**src/rtl/axis_quad_stream_scheduler_if.sv**
```systemverilog
// axis_quad_stream_scheduler_if: four AXI-Stream sources in, one tagged AXI-Stream out
interface axis_quad_stream_scheduler_if #(parameter int DATA_WIDTH = 128, parameter int NUM_CH = 4);
  logic [NUM_CH*DATA_WIDTH-1:0] s_axis_tdata;
  logic [NUM_CH-1:0]            s_axis_tvalid;
  logic [NUM_CH-1:0]            s_axis_tlast;
  logic [NUM_CH-1:0]            s_axis_tready;
  logic [DATA_WIDTH-1:0]        m_axis_tdata;
  logic [DATA_WIDTH/8-1:0]      m_axis_tkeep;
  logic [1:0]                   m_axis_tid;
  logic                         m_axis_tlast;
  logic                         m_axis_tvalid;
  logic                         m_axis_tready;
  modport slave (
    input  s_axis_tdata, s_axis_tvalid, s_axis_tlast, m_axis_tready,
    output s_axis_tready, m_axis_tdata, m_axis_tkeep, m_axis_tid, m_axis_tlast, m_axis_tvalid
  );
  modport master (
    output s_axis_tdata, s_axis_tvalid, s_axis_tlast, m_axis_tready,
    input  s_axis_tready, m_axis_tdata, m_axis_tkeep, m_axis_tid, m_axis_tlast, m_axis_tvalid
  );
endinterface

```
**src/rtl/axis_quad_stream_scheduler.sv**
```systemverilog
// axis_quad_stream_scheduler: packet-granular round-robin merge of 4 streams into one registered output
module axis_quad_stream_scheduler #(
  parameter int DATA_WIDTH = 128,
  parameter int NUM_CH = 4
) (
  input  logic CLK,
  input  logic reset,
  axis_quad_stream_scheduler_if.slave bus,
  output logic [1:0] grant_id,
  output logic busy
);
  typedef enum logic {IDLE, STREAM} state_t;
  state_t state, state_next;
  logic [1:0] pick;
  logic found, accept, sel_last;
  logic [DATA_WIDTH-1:0] sel_data;
  always_comb begin
    pick = grant_id;
    found = 1'b0;
    for (int j = 1; j <= 4; j++)
      if (!found && bus.s_axis_tvalid[2'(grant_id + 2'(j))]) begin
        pick = 2'(grant_id + 2'(j));
        found = 1'b1;
      end
    bus.s_axis_tready = (state == STREAM && (!bus.m_axis_tvalid || bus.m_axis_tready))
                        ? NUM_CH'(1) << grant_id : '0;
    accept = |(bus.s_axis_tready & bus.s_axis_tvalid);
    sel_data = bus.s_axis_tdata[grant_id*DATA_WIDTH +: DATA_WIDTH];
    sel_last = bus.s_axis_tlast[grant_id];
    state_next = state == IDLE ? (found ? STREAM : IDLE) : (accept && sel_last ? IDLE : STREAM);
  end
  assign busy = state == STREAM;
  always_ff @(posedge CLK) begin
    if (reset) begin
      state <= IDLE;
      grant_id <= 2'd3;
      bus.m_axis_tdata <= '0;
      bus.m_axis_tkeep <= '0;
      bus.m_axis_tid <= '0;
      bus.m_axis_tlast <= 1'b0;
      bus.m_axis_tvalid <= 1'b0;
    end else begin
      state <= state_next;
      if (state == IDLE && found) grant_id <= pick;
      if (accept) begin
        bus.m_axis_tdata <= sel_data;
        bus.m_axis_tkeep <= '1;
        bus.m_axis_tid <= grant_id;
        bus.m_axis_tlast <= sel_last;
        bus.m_axis_tvalid <= 1'b1;
      end else if (bus.m_axis_tready) begin
        // drained with nothing new behind it: present an all-zero idle beat
        bus.m_axis_tdata <= '0;
        bus.m_axis_tkeep <= '0;
        bus.m_axis_tvalid <= 1'b0;
      end
    end
  end
endmodule

```
**src/flat_wrapper.sv**
```systemverilog
// flat-port wrapper written by rule: the top's interface ports become plain ports
module axis_quad_stream_scheduler_flat 
#(
  parameter int DATA_WIDTH = 128,
  parameter int NUM_CH = 4
)
  (CLK, reset, grant_id, busy, bus_s_axis_tdata, bus_s_axis_tvalid, bus_s_axis_tlast, bus_m_axis_tready, bus_s_axis_tready, bus_m_axis_tdata, bus_m_axis_tkeep, bus_m_axis_tid, bus_m_axis_tlast, bus_m_axis_tvalid);
  axis_quad_stream_scheduler_if #(.DATA_WIDTH(DATA_WIDTH), .NUM_CH(NUM_CH)) bus_i ();
  input  logic CLK;
  input  logic reset;
  output logic [1:0] grant_id;
  output logic busy;
  input wire logic [$bits(bus_i.s_axis_tdata)-1:0] bus_s_axis_tdata;
  input wire logic [$bits(bus_i.s_axis_tvalid)-1:0] bus_s_axis_tvalid;
  input wire logic [$bits(bus_i.s_axis_tlast)-1:0] bus_s_axis_tlast;
  input wire logic [$bits(bus_i.m_axis_tready)-1:0] bus_m_axis_tready;
  output wire logic [$bits(bus_i.s_axis_tready)-1:0] bus_s_axis_tready;
  output wire logic [$bits(bus_i.m_axis_tdata)-1:0] bus_m_axis_tdata;
  output wire logic [$bits(bus_i.m_axis_tkeep)-1:0] bus_m_axis_tkeep;
  output wire logic [$bits(bus_i.m_axis_tid)-1:0] bus_m_axis_tid;
  output wire logic [$bits(bus_i.m_axis_tlast)-1:0] bus_m_axis_tlast;
  output wire logic [$bits(bus_i.m_axis_tvalid)-1:0] bus_m_axis_tvalid;
  assign bus_i.s_axis_tdata = bus_s_axis_tdata;
  assign bus_i.s_axis_tvalid = bus_s_axis_tvalid;
  assign bus_i.s_axis_tlast = bus_s_axis_tlast;
  assign bus_i.m_axis_tready = bus_m_axis_tready;
  assign bus_s_axis_tready = bus_i.s_axis_tready;
  assign bus_m_axis_tdata = bus_i.m_axis_tdata;
  assign bus_m_axis_tkeep = bus_i.m_axis_tkeep;
  assign bus_m_axis_tid = bus_i.m_axis_tid;
  assign bus_m_axis_tlast = bus_i.m_axis_tlast;
  assign bus_m_axis_tvalid = bus_i.m_axis_tvalid;
  axis_quad_stream_scheduler #(.DATA_WIDTH(DATA_WIDTH), .NUM_CH(NUM_CH)) u_core (.CLK(CLK), .reset(reset), .bus(bus_i), .grant_id(grant_id), .busy(busy));
endmodule
```
**config.mk**
```make
export PLATFORM = sky130hd
export DESIGN_NAME = axis_quad_stream_scheduler_flat
export DESIGN_NICKNAME = d
export VERILOG_FILES = /design/src/rtl/axis_quad_stream_scheduler_if.sv /design/src/rtl/axis_quad_stream_scheduler.sv /design/src/flat_wrapper.sv
export SDC_FILE = /design/constraint.sdc
export NUM_CORES = 1
export LEC_CHECK = 0
export CAP_MARGIN = 20
export CORE_AREA = 3 3 265 267
export CTS_CLUSTER_DIAMETER = 80
export CTS_CLUSTER_SIZE = 30
export DETAILED_ROUTE_END_ITERATION = 10
export DIE_AREA = 0 0 268 270
export SYNTH_ARGS = -nofsm -noshare
export SYNTH_HDL_FRONTEND = slang
export SYNTH_SLANG_ARGS = --single-unit
export TNS_END_PERCENT = 50
```
**constraint.sdc**
```tcl
create_clock -name CLK -period 6.3 [get_ports CLK]
set_input_delay 0.945 -clock CLK [delete_from_list [all_inputs] [get_ports CLK]]
set_output_delay 0.945 -clock CLK [all_outputs]
set_load 0.02 [all_outputs]
```
==> summary.txt <==
Global routing
  – Grt met3 use: under 10%
  – Total track usage: 11.59%
  – Top Usage Layer GRT: met2
  – GRT overflow: 0
  – Pin count of the biggest net entering global routing: 81
  – Met2 GRT Util: 20.94%
  – Vias in the first global route: 9913
  – First-pass GRT wire length: 61960 µm
  – M1 GR Usage: 12.11%
  – Initial antenna violation count: 11

Synthesis
  – Number of enable flip-flop cells after synthesis: 0
  – Top cell type's share of synthesized area: 34.43%
  – Post-synthesis adder-cell area fraction: 0.5796%
  – Synth area leaders: mux4_2 34%, dfxtp_1 31%, nand3b_1 11%
  – Syn avg cell area: 10.74 µm²
  – Mux cell area share after synthesis: 34.79%
  – Simple-Gate Fraction of Synth Area: a little under a fifth
  – Top cells by instance count after synthesis: 136 x nand2_1, 135 x dfxtp_1, 133 x a21oi_1, 132 x mux4_2, 128 x nand3b_1
  – Main combinational cell family by area after synthesis: multiplexers
  – Synth warn: 0
  – Post-Syn Area: 8635 µm²
  – Synth Area in Compound Gates: 8.332%
  – Synth Flop Type: dfxtp_1
  – Synth async-reset ratio: 0%
  – Most common cell in the netlist: nand2_1
  – Xor and xnor area share after synthesis: less than 1%
  – Leading area contributor after synthesis: mux4_2
  – Cells after Synth: ~800
  – Synth cell types: 26
  – Sequential element share of the synthesized area: 31.30%
  – Synth Net Count: around 1300
  – Synthesis-stage register bit count: 135

Timing
  – Setup_tns: 0 ns
  – Setup ws final: 2.558 ns
  – Clock skew: between 0.01 and 0.015 ns
  – Max frequency: 267.2 MHz
  – Worst slew margin relative to its limit: 35.07%
  – Final Setup Violations: 0
  – Final Max Slew Viols: 0
  – Slew @ Worst Pin: 0.9740 ns
  – Endpoints failing hold: 0
  – Final Cycle Share: 59.40%
  – Minimum clock period: about 3.7 ns
  – RSZ-0062 raised after global routing: no

Floorplan
  – Starting Density: 12.63%
  – Die W: 268 µm
  – Core footprint: 68350 µm²
  – DIE HEIGHT: 270 µm
  – Num rows: between 90 and 100
  – Die area: between 70000 and 80000 µm²
  – I/O pins: 678

Clock network
  – Clk Latency, worst-skew pair: around 0.47 ns
  – Clock-pin slew on the worst setup and hold paths: around 0.060 ns
  – TritonCTS Buffers: 17
  – CTS max path bufs: 2
  – Root Buffer: clkbuf_16
  – Post-CTS setup buffers: 0
  – Clock sink count: 135
  – CTS tree: built
  – H-Tree Depth: 4
  – CTS Hold Buffers Added: 0
  – PostCTS Resize Cnt: 0

Drt
  – Drt wl/cell: 18.78 µm
  – DR iter-0 viols: 452
  – Pre-antenna DRT Iters: 7
  – Via count: 9234
  – Drt via density: 4.004
  – DRC: 0
  – Routed wire length: 43320 µm
  – Post-route ant nets: 0

Critical path
  – Crit path buf inv count: 2
  – Delay-heaviest family, CP: buffers and inverters
  – Crit. Startpoint: u_core.grant_id[0]
  – Reg2Reg Launch Point: u_core.grant_id[0]
  – Worst-path fanout max: 30
  – Worst path arrival time: 2.80 ns
  – CP max-delay cell: dfxtp_4
  – Kind of critical path: reg -> out
  – Worst-path cell chain: buf_4 -> ha_1 -> and3_1 -> clkdlybuf4s50_1
  – CP Launch Type: register
  – CP Capture Type: output port
  – Largest stage delay on the critical path: about 0.69 ns
  – Worst R2R Setup Slack: 2.81 ns
  – CP required: 5.35 ns

Place
  – IO Port Bufs: 677
  – Gpl congestion: 0.9122
  – Pre-CTS setup slack: 2.601 ns
  – Placed Cells: 2269
  – Post-DP HPWL: 35020 µm

Cells and area
  – Final instance count without filler cells: 2306
  – Nets: 1933
  – Fraction of layout cells with a size suffix above 1: 12.76%
  – Synth-to-Final Area Change: 92.86%
  – Utilization after layout: 24.36%

Power and ir drop
  – Leak Pwr: 5.547 nW
  – Pwr Total: 4.621 mW
  – Peak VDD IR: 175.9 µV
  – Power per cell area: 277.5 nW/µm²

Job
  – Max Cap Viol: 0

Run status
  – Status: completed

Min path
  – HP Start: u_core.bus.m_axis_tid[0]
  – HP Class: reg -> reg
## report_power, final
part	switching, mW	total (mW)	leakage [nW]	internal (mW)
combinational	1.11	2.39	4.16	1.29
sequential	0.157	1.17	1.10	1.01
clock	0.440	1.06	0.286	0.617
## cell type report
class,count,area (µm²)
diodes,5,12.51
clock buffers,20,466.7
flip-flops and latches,135,2710
fillers,7196,51690
multi-input cells,562,5363
inverters,3,11.26
well taps,882,1104
clock inverters,12,138.9
repair buffers,687,6847
## path summary, 6_finish.rpt
check / to / cells past startpoint
worst min register to register: u_core.bus.m_axis_tid[0] / 2
worst max-delay path: bus_s_axis_tready[1] / 4
worst min-delay path: u_core.bus.m_axis_tid[0] / 2
worst max register to register: u_core.bus.m_axis_tdata[113] / 8
## worst register-to-register path, cell delays in order, from the launching register on
cell     delay (ns)
dfxtp_4        0.69
buf_4          0.55
ha_1           0.28
a22oi_1        0.07
nand2_1        0.16
and2_4         0.73
buf_4          0.67
nand2_1        0.12
a21oi_1        0.15
## layout by cell type, fill, tap and decap left out, drive strengths merged, types with 5 or more instances in the layout
| master | synthesis | routed |
|---|---|---|
| a21oi | 133 | 133 |
| and3 | 5 | 5 |
| buf | 55 | 12 |
| clkbuf | 49 | 20 |
| clkdlybuf4s50 | 0 | 675 |
| dfxtp | 135 | 135 |
| diode | 0 | 5 |
| inv | 3 | 7 |
| mux4 | 132 | 132 |
| nand2 | 136 | 136 |
| nand3b | 128 | 128 |
| nor2 | 5 | 5 |
## registers in the layout, summed over array words and instances (netlist names)
name,flops
u_core.bus.m_axis_tlast,1
u_core.bus.m_axis_tdata,128
u_core.bus.m_axis_tid,2
u_core.bus.m_axis_tkeep,1
u_core.grant_id,2
u_core.busy,1
## cell families (layout without fill, tap and decap cells)
logic type,count (synthesis),in the layout
compound gates,140,140
flops,135,135
fa+ha+maj,4,4
mux,135,135
simple gates,282,282
xor+xnor,1,1
other cells,0,5
buf+inv,107,722
## metrics by stage
step           area (µm²)  hold slack [ns]
6_report            16650           0.4642
3_5_place_dp        16030           0.4598
4_1_cts             16640           0.4687
5_1_grt             16640           0.4899
2_1_floorplan        8635           0.5333
3_3_place_gp        16030           0.4433
## per-layer routing
| layer | routed length [µm] | share of wire [%] |
|---|---|---|
| met4 | 905 | 2.1 |
| met5 | 38 | 0.088 |
| met2 | 22310 | 52 |
| met1 | 15400 | 36 |
| met3 | 4656 | 11 |
Note: power is estimated with default switching activity, not from simulation.
